## config.mk

```make
export PLATFORM = sky130hd
export DESIGN_NAME = alu_shift_seq
export DESIGN_NICKNAME = d
export VERILOG_FILES = /design/src/rtl/alu_shift_seq.sv
export SDC_FILE = /design/constraint.sdc
export NUM_CORES = 1
export LEC_CHECK = 0
export CORE_ASPECT_RATIO = 0.9
export CORE_MARGIN = 4
export CORE_UTILIZATION = 40
export DETAILED_ROUTE_END_ITERATION = 12
export PLACE_DENSITY = 0.63
export SYNTH_ARGS = -nofsm -noshare
export SYNTH_HDL_FRONTEND = slang
export SYNTH_SLANG_ARGS = --single-unit
```

## constraint.sdc

```tcl
create_clock -name clk -period 2.1 [get_ports clk]
set_input_delay 0.315 -clock clk [delete_from_list [all_inputs] [get_ports clk]]
set_output_delay 0.315 -clock clk [all_outputs]
set_load 0.02 [all_outputs]
```

## src/rtl/alu_shift_seq.sv

```systemverilog
// Sequential shift/rotate unit: one bit position per clock under a start/busy/done handshake.
// Results (R/C/Z) are registered on entry to DONE so they are valid while done is high.
module alu_shift_seq #(
  parameter int WIDTH   = 8,
  parameter int SHAMT_W = 3
) (
  input  logic               clk,
  input  logic               rst,
  input  logic               start,
  input  logic [2:0]         mode,
  input  logic [WIDTH-1:0]   A,
  input  logic [SHAMT_W-1:0] B,
  output logic [WIDTH-1:0]   R,
  output logic               C,
  output logic               Z,
  output logic               busy,
  output logic               done
);
  localparam logic [2:0] M_ROL = 3'd0, M_ROR = 3'd1, M_SHL = 3'd2, M_SHR = 3'd3, M_ASR = 3'd4;

  typedef enum logic [1:0] {S_IDLE, S_RUN, S_DONE} state_t;

  state_t             r_state;
  logic [WIDTH-1:0]   r_work;
  logic [SHAMT_W-1:0] r_cnt;
  logic [2:0]         r_mode;
  logic               r_carry;
  logic [WIDTH-1:0]   r_res;
  logic               r_c;
  logic               r_z;
  logic               r_done;

  logic [WIDTH-1:0]   w_step;
  logic               w_cout;

  always_comb begin
    w_step = r_work;
    w_cout = r_carry;
    case (r_mode)
      M_ROL: begin w_step = {r_work[WIDTH-2:0], r_work[WIDTH-1]}; w_cout = r_work[WIDTH-1]; end
      M_ROR: begin w_step = {r_work[0], r_work[WIDTH-1:1]};       w_cout = r_work[0];       end
      M_SHL: begin w_step = {r_work[WIDTH-2:0], 1'b0};            w_cout = r_work[WIDTH-1]; end
      M_SHR: begin w_step = {1'b0, r_work[WIDTH-1:1]};            w_cout = r_work[0];       end
      M_ASR: begin w_step = {r_work[WIDTH-1], r_work[WIDTH-1:1]}; w_cout = r_work[0];       end
      default: ;
    endcase
  end

  always_ff @(posedge clk or posedge rst) begin
    if (rst) begin
      r_state <= S_IDLE;
      r_work  <= '0;
      r_cnt   <= '0;
      r_mode  <= '0;
      r_carry <= 1'b0;
      r_res   <= '0;
      r_c     <= 1'b0;
      r_z     <= 1'b0;
      r_done  <= 1'b0;
    end else begin
      r_done <= 1'b0;
      case (r_state)
        S_IDLE: begin
          if (start) begin
            r_work  <= A;
            r_cnt   <= B;
            r_mode  <= mode;
            r_carry <= 1'b0;
            // PASS modes behave as a zero-amount op: straight to DONE with R=A
            if (B != '0 && mode <= M_ASR) begin
              r_state <= S_RUN;
            end else begin
              r_state <= S_DONE;
              r_res   <= A;
              r_c     <= 1'b0;
              r_z     <= (A == '0);
              r_done  <= 1'b1;
            end
          end
        end
        S_RUN: begin
          r_work  <= w_step;
          r_carry <= w_cout;
          r_cnt   <= r_cnt - 1'b1;
          if (r_cnt == SHAMT_W'(1)) begin
            r_state <= S_DONE;
            r_res   <= w_step;
            r_c     <= w_cout;
            r_z     <= (w_step == '0);
            r_done  <= 1'b1;
          end
        end
        S_DONE:  r_state <= S_IDLE;
        default: r_state <= S_IDLE;
      endcase
    end
  end

  assign busy = (r_state != S_IDLE);
  assign R    = r_res;
  assign C    = r_c;
  assign Z    = r_z;
  assign done = r_done;
endmodule

```

### After elaboration in Yosys (flattened, before gate mapping)

Index checks and enable logic that the tools add are counted.

* reduce and logical (&&, ||, !) cells: 14
* eq/ne operators: 9
* add/subtract/negate cells: 1
* $lt $le $gt $ge: 1
* mux-type cells: 28

Operator list (number)
* case mux 8 bit (5 select lines): 1
* two-way mux 8 bit: 4
* case mux 8 bit (2 select lines): 2
* logical NOT 8 bit: 2
* two-way mux 1 bit: 10
* case mux 1 bit (2 select lines): 5
* == test 3 x 1 -> 1 bit, second input constant: 2
* == test 3 x 2 -> 1 bit, second input constant: 2
* two-way mux 2 bit: 3
* != test 2 bit, second input constant: 3
* case mux 3 bit (2 select lines): 1
* AND reduction 2 bit: 3
* case mux 2 bit (2 select lines): 1
* AND reduction 4 bit: 1
* nonzero test 2 bit: 2
* == test 3 bit, second input constant: 1
* less-or-equal comparator 3 bit, second input constant: 1
* logical NOT 3 bit: 1
* two-way mux 3 bit: 1
* nonzero test 3 bit: 1
* OR reduction 3 bit: 1
* subtractor 3 x 1 -> 3 bit, second input constant: 1
* == test 2 x 1 -> 1 bit, second input constant: 1
* logical NOT 2 bit: 1
* other kinds (2): 2

* register bits after elaboration: 28
* word-level logic and storage cells: 62
* output and inout port bits: 12

### Logic depth before layout (Yosys ltp)

Gate-level depths: netlist (run 1).

* depth after elaboration: 5
* depth in mapped cells: 7
* mapped depth without buffers: 6

### Least setup slack after synthesis (run 1)

Ideal clock, no wire load.

* path type: flip-flop to flip-flop
* from: register r_mode[0]
* to: register r_res[0], in the netlist R[0]
* setup time: 0.125 ns
* arrival: 1.477 ns
* cell stages (with the launch flop): 7
* path buffers: 1
* data required time: 1.975 ns
* slack: 0.498 ns
* cells stage by stage: dfrtp_1 buf_6 nor2_4 mux2_2 a21oi_2 nor2_1 mux2_4

* cells in the longest elaborated chain, start to end: 4
* elaborated cells between the ends (all ways): 8

Ends and longest elaborated chain
* from (decl): line 26 `logic [2:0] r_mode;`
* from (signal assigned): line 67 `r_mode <= mode;`
* == test 3 bit (tied with other cells): line 39 `case (r_mode)`
* case mux 8 bit (5 select lines) (*): line 39
* two-way mux 8 bit (*): line 85 `if (r_cnt == SHAMT_W'(1)) begin`
* case mux 8 bit (2 select lines) (*): line 62 `case (r_state)`
* to (signal assigned): line 87 `r_res <= w_step;`
* to (decl): line 28 `logic [WIDTH-1:0] r_res;`

Every way passes the cells marked *; elsewhere a longest branch is shown, timed or not. The select of a mux whose other input is x is not followed.
A chain may end at the register's enable or synchronous reset.

### Worst setup path in the final report (run 1)

* from: register r_state[1]
* to: output busy

* cells in the longest elaborated chain, start to end: 1

Ends and longest elaborated chain
* from (decl): line 23 `state_t r_state;`
* from (signal assigned): line 51 `r_state <= S_IDLE;`
* from (signal assigned): line 71 `r_state <= S_RUN;`
* from (signal assigned): line 73 `r_state <= S_DONE;`
* nonzero test 2 bit: line 99 `assign busy = (r_state != S_IDLE);`
* to (decl): line 16 `output logic busy,`

Every way passes these cells.

==> run summary, run 1 <==
• **status** completed
• **number of distinct library cells after synthesis** 49
• **largest net degree at the start of global routing** 29
• **required time at the endpoint of the critical path** 1.78 ns
• **ant diodes** 0
• **min cycle time layout** 1.976 ns
• **nets** 219
• **root buffer selected by CTS** clkbuf_8
• **Core Area** 3836 um2
• **First-pass DRT Iterations** 4
• **post-synthesis cell count** 172
• **kind of path behind the tightest hold check** in2async
• **number of max-cap violations** 0
• **hold buffers post-CTS** 0
• **total routed wirelength** 3.974 mm
• **number of enable flip-flop cells after synthesis** 0
• **critical path depth** 2
• **vias after detailed routing** 1,388
• **P&R area growth vs syn** 22.72%
• **final weighted congestion in routability-driven placement** 0.8807
• **remaining design rule violation count** 0
• **measured slew at the worst slew-check pin** 0.5587 ns
• **IO Count** 29
• **CTS tree** done
• **CP Capture Type** output port
• **Total Die Area** 5177 um2
• **setup repair after global routing missed its margin** false
• **kind of cell adding the most delay to the critical path** buffers and inverters
• **maximum ir drop on the vdd rail** 0.8078 mV
• **flip-flop cell with the highest count after synthesis** dfrtp_1
• **synthesized cell area** 1635 um2
• **post-route ant nets** 0
• **fraction of power spent switching nets** 0.4302
• **Internal Pwr Total** 0.001849 W
• **cell area power density** 1617 nW/um2
• **crit-path cells** or2_2 > clkdlybuf4s50_1
• **asr flop ratio synth** 1.000
• **Crit-path slowest cell** clkdlybuf4s50_1
• **CTS clk-pin slew, worst paths** 0.10 ns
• **Vias per Instance** 5.665
• **final hold slack** 0.3931 ns
• **routed wire length per instance** 16.22 um
• **average instance area after synthesis** 9.508 um2
• **worst-skew pair later-pin latency** 0.27 ns
• **initial core utilization** 0.4263
• **die extent in y** 68.66 um
• **number of CTS-inserted buffers** 3
• **setup bufs post-CTS** 0
• **share of power burned in combinational logic** 0.516
• **top library cells by usage in the layout, fill and taps aside** dfrtp_1, clkdlybuf4s50_1, nor2_1
• **sequential power share** 0.352
• **post-synthesis sequential element count** 28
• **Syn. warnings** 0
• **antenna violations before repair** 0
• **total setup violations reported at the end of the flow** 0
• **Final Cycle Share** 0.9408
• **estimated wirelength of the detail-placed design** 2.966 mm
• **fraction of layout cells with a size suffix above 1** 0.1407
• **Crit path arrival time** 1.66 ns
• **Fin Clk Skew** 0.001764 ns
• **via count of the first global-routing pass** 1,294
• **final hold viol count** 0
• **R2R cell count** 5
• **global-route wire length before repair** 6.624 mm
• **total global-route track usage** 0.1696
• **setup total negative slack** 0 ns
• **worst slew margin relative to its limit** 0.6275
• **count of pins over their slew limit** 0
• **I/O Buffers** 28
• **number of buffers on the longest clock path** 2
• **maximum level of the CTS H-tree** 1
• **drt first-iter violations** 178
• **largest stage delay on the critical path** 0.54 ns
• **leakage dissipation** 0.8296 nW
• **floorplan die width** 75.40 um
• **maximum fanout along the worst path** 9
• **Fmax** 506.2 MHz
• **crit path kind** reg2out
• **total net switching power** 0.001396 W
• **Setup crit start kind** flop
• **share of power burned in the clock network** 0.131
• **syn nets** 191
• **final global-route overflow total** 0
• **reg-to-reg setup timing slack** 0.16 ns
• **count of instances resized after the clock tree is built** 0
• **cell row count** 21
• **share of synthesized area occupied by flip-flops and latches** 0.4285
• **Sink Count** 28
• **Buf/Inv on CP** 1
-- sequential cells by signal, indices dropped and copies added (netlist names), 2 cells and up --
register  cells
R             8
r_cnt         3
r_state       2
r_mode        3
r_work        8
-- power by group through the flow --
stage | clock, W | sequential (W) | combinational, W
finish | 0.000426 | 0.00114 | 0.00167
global placement | 0 | 0.00112 | 0.00165
floorplan | 0 | 0.00107 | 0.00125
global route | 0.000463 | 0.00119 | 0.00186
detailed placement | 0 | 0.00115 | 0.00168
CTS | 0.000436 | 0.00114 | 0.00169
-- worst paths after layout --
kind	endpoint	from
setup / recovery	busy	r_state[1]$_DFFE_PP0P_
hold / removal	R[4]$_DFFE_PP0P_	rst
setup reg to reg	R[0]$_DFFE_PP0P_	r_mode[0]$_DFFE_PP0P_
hold reg to reg	r_cnt[1]$_DFFE_PP0P_	r_cnt[1]$_DFFE_PP0P_
max in group asynchronous	r_cnt[0]$_DFFE_PP0P_	rst
min in group clk	r_cnt[1]$_DFFE_PP0P_	r_cnt[1]$_DFFE_PP0P_
-- worst reg2reg max path, delay by kind of cell, from the launching register on --
family          cells  cell delay, ns
mux                 2            0.64
compound gates      1            0.21
flops               1            0.59
simple gates        2            0.39
-- final cells by class --
type | instances | area, um2
clock buffers | 3 | 41.29
clock inverters | 1 | 30.03
fillers | 356 | 1829
inverters | 8 | 30.03
multi-input cells | 126 | 829.5
flip-flops and latches | 28 | 700.7
well taps | 46 | 57.56
repair buffers | 33 | 317.8
-- routing by layer --
| metal | share of wire | routed length, um | global-route usage |
|---|---|---|---|
| met5 | 0 | 0 | 0 |
| met4 | 0.0045 | 18 | 0.03057 |
| met3 | 0.061 | 244 | 0.04348 |
| met2 | 0.47 | 1860 | 0.2651 |
| met1 | 0.47 | 1851 | 0.2390 |
-- through the flow --
stage,util,instance area (um2),std cells,setup slack [ns],power [W]
3_5_place_dp,0.5046,1936,241,0.09718,0.002822
5_1_grt,0.5232,2007,245,0.002936,0.003511
6_report,0.5232,2007,245,0.1244,0.003245
3_3_place_gp,0.5046,1936,241,0.1765,0.002768
2_1_floorplan,-,1635,172,0.4978,0.002316
4_1_cts,0.5232,2007,245,0.1134,0.003261
-- cell families (layout without fill, tap and decap cells) --
group | after synthesis | after routing | share of synthesized area
AO/OA/AOI/OAI | 53 | 53 | 0.2234
adder cells (fa/ha/maj) | 2 | 2 | 0.01530
buffers and inverters | 18 | 45 | 0.06426
flip-flops | 28 | 28 | 0.4285
multiplexers | 10 | 10 | 0.07115
AND/OR/NAND/NOR | 61 | 61 | 0.1974
-- cell usage after synthesis (2+ instances only) --
library cell	count	area, um2
a211oi_1	3	22.52
a21oi_1	15	75.07
a21oi_2	2	17.52
buf_2	3	15.01
buf_4	3	22.52
buf_6	3	33.78
dfrtp_1	28	700.7
ha_1	2	25.02
inv_1	8	30.03
mux2_2	9	101.4
nand2_1	15	56.30
nand2b_1	5	31.28
nand4_1	3	18.77
nor2_1	17	63.81
nor2b_1	4	25.02
nor3_1	3	15.01
nor4_1	2	12.51
o21a_1	3	22.52
o21ai_0	10	50.05
o21ai_1	3	15.01
o31ai_1	3	22.52
No activity file was read; power rests on OpenSTA's default activity.
==> run 2, diff against run 1 <==
Settings changed: REMOVE_ABC_BUFFERS set to 1.
==> run 2 against run 1 <==
Core utilization up 0.20 points. Hold slack worse by 0.0088 ns. Total power down 0.16%. Largest power group unchanged. Combinational power about the same. Critical path depth unchanged. Routed wire length down 5.1%. Count of clock-buffer cells in the layout unchanged. Critical path type unchanged. Register-to-register slack worse by 0.02 ns. Final area up 0.37%. Final cell count up 0.41%.
==> run summary, run 2 (synthesized netlist as in run 1, its figures left out) <==
• **maximum fanout along the worst path** 9
• **via count of the first global-routing pass** 1,230
• **required time at the endpoint of the critical path** 1.78 ns
• **cell row count** 21
• **fraction of layout cells with a size suffix above 1** 0.1450
• **CTS tree** done
• **vias after detailed routing** 1,323
• **number of CTS-inserted buffers** 3
• **root buffer selected by CTS** clkbuf_8
• **Core Area** 3836 um2
• **Crit path arrival time** 1.67 ns
• **status** completed
• **floorplan die width** 75.40 um
• **Internal Pwr Total** 0.001850 W
• **setup repair after global routing missed its margin** false
• **CP Capture Type** output port
• **total routed wirelength** 3.773 mm
• **worst r2r dst** R[6]$_DFFE_PP0P_
• **crit path kind** reg2out
• **CTS clk-pin slew, worst paths** 0.10 ns
• **register area** 700.7 um2
• **total global-route track usage** 0.1585
• **largest net degree at the start of global routing** 29
• **worst-skew pair later-pin latency** 0.28 ns
• **number of max-cap violations** 0
• **final global-route overflow total** 0
• **top library cells by usage in the layout, fill and taps aside** dfrtp_1, clkdlybuf4s50_1, nor2_1
• **total setup violations reported at the end of the flow** 0
• **post-route ant nets** 0
• **final hold viol count** 0
• **ant diodes** 0
• **placed inst area** 1943 um2
• **nets** 220
• **min cycle time layout** 1.988 ns
• **worst slew margin relative to its limit** 0.6161
• **initial core utilization** 0.4263
• **kind of path behind the tightest hold check** in2async
• **total net switching power** 0.001389 W
• **cell area power density** 1608 nW/um2
• **measured slew at the worst slew-check pin** 0.5758 ns
• **number of standard cells in the final layout excluding fillers** 246
• **Fmax** 503.1 MHz
• **maximum level of the CTS H-tree** 1
• **Final Cycle Share** 0.9465
• **post-route design area** 2014 um2
• **setup ws final** 0.1123 ns
• **Placed Cells incl. Taps** 242
• **P&R area growth vs syn** 23.18%
• **number of inserted filler cells in the final layout** 344
• **die extent in y** 68.66 um
• **Setup crit start kind** flop
• **area occupied by multi-input gates** 829.5 um2
• **maximum ir drop on the vdd rail** 0.7280 mV
• **share of power burned in combinational logic** 0.523
• **IO Count** 29
• **Final Core Density** 0.5251
• **drt first-iter violations** 77
• **First-pass DRT Iterations** 4
• **final weighted congestion in routability-driven placement** 0.8496
• **fraction of power spent switching nets** 0.4288
• **antenna violations before repair** 0
• **setup bufs post-CTS** 0
• **reg-to-reg setup timing slack** 0.14 ns
• **share of power burned in the clock network** 0.135
• **count of instances resized after the clock tree is built** 0
• **hold buffers post-CTS** 0
• **sequential power share** 0.342
• **count of pins over their slew limit** 0
• **Fin Clk Skew** 0.007915 ns
• **global-route wire length before repair** 6.182 mm
• **Sink Count** 28
• **I/O Buffers** 28
• **Vias per Instance** 5.378
• **setup total negative slack** 0 ns
• **Post-Place Setup Slack** 0.08700 ns
• **routed wire length per instance** 15.34 um
• **R2R cell count** 5
• **startpoint of the lowest-slack register-to-register path** r_mode[0]$_DFFE_PP0P_
• **Total Die Area** 5177 um2
• **number of buffers on the longest clock path** 2
• **remaining design rule violation count** 0
• **leakage dissipation** 0.8344 nW
• **estimated wirelength of the detail-placed design** 2.822 mm
==> run 2: final cells by class <==
class                           instances  share of cell area
Multi-Input combinational cell        126              0.4118
Sequential cell                        28              0.3478
Timing Repair Buffer                   34              0.1615
Tap cell                               46             0.02857
Clock buffer                            3             0.02050
Clock inverter                          1             0.01491
Inverter                                8             0.01491
==> run 2: worst max path at each step <==
stage,start,endpoint,cells after the start
4_1_cts,r_state[1]$_DFFE_PP0P_,busy,2
3_3_place_gp,B[0],R[6]$_DFFE_PP0P_,5
5_1_grt,r_mode[0]$_DFFE_PP0P_,R[6]$_DFFE_PP0P_,5
2_1_floorplan,r_state[1]$_DFFE_PP0P_,R[0]$_DFFE_PP0P_,5
3_5_place_dp,B[0],R[3]$_DFFE_PP0P_,7
6_report,r_state[1]$_DFFE_PP0P_,busy,2
==> run 2: critical path: stages, from the launching register on <==
cell             delay (ns)
dfrtp_1                0.51
or2_2                  0.35
clkdlybuf4s50_1        0.54
==> run 2: power by group through the flow <==
stage	Clock, W	Sequential (W)	Combinational (W)
6_report	0.000436	0.00111	0.00170
5_1_grt	0.000467	0.00115	0.00188
4_1_cts	0.000446	0.00111	0.00170
3_5_place_dp	0	0.00112	0.00169
3_3_place_gp	0	0.00111	0.00167
2_1_floorplan	0	0.00116	0.00103
==> run 2: stage by stage <==
stage | hold slack [ns] | power [W]
global route | 0.4250 | 0.003498
finish | 0.3844 | 0.003239
floorplan | 0.3804 | 0.002188
detailed placement | 0.4683 | 0.002807
global placement | 0.4707 | 0.002773
CTS | 0.3933 | 0.003254
==> run 2: per-layer routing <==
metal | up-vias | wire length [um] | global-route usage
li1 | 674 | - | -
met1 | 622 | 1835 | 0.2372
met2 | 25 | 1744 | 0.2306
met3 | 2 | 175 | 0.03768
met4 | 0 | 18 | 0.03493
met5 | - | 0 | 0
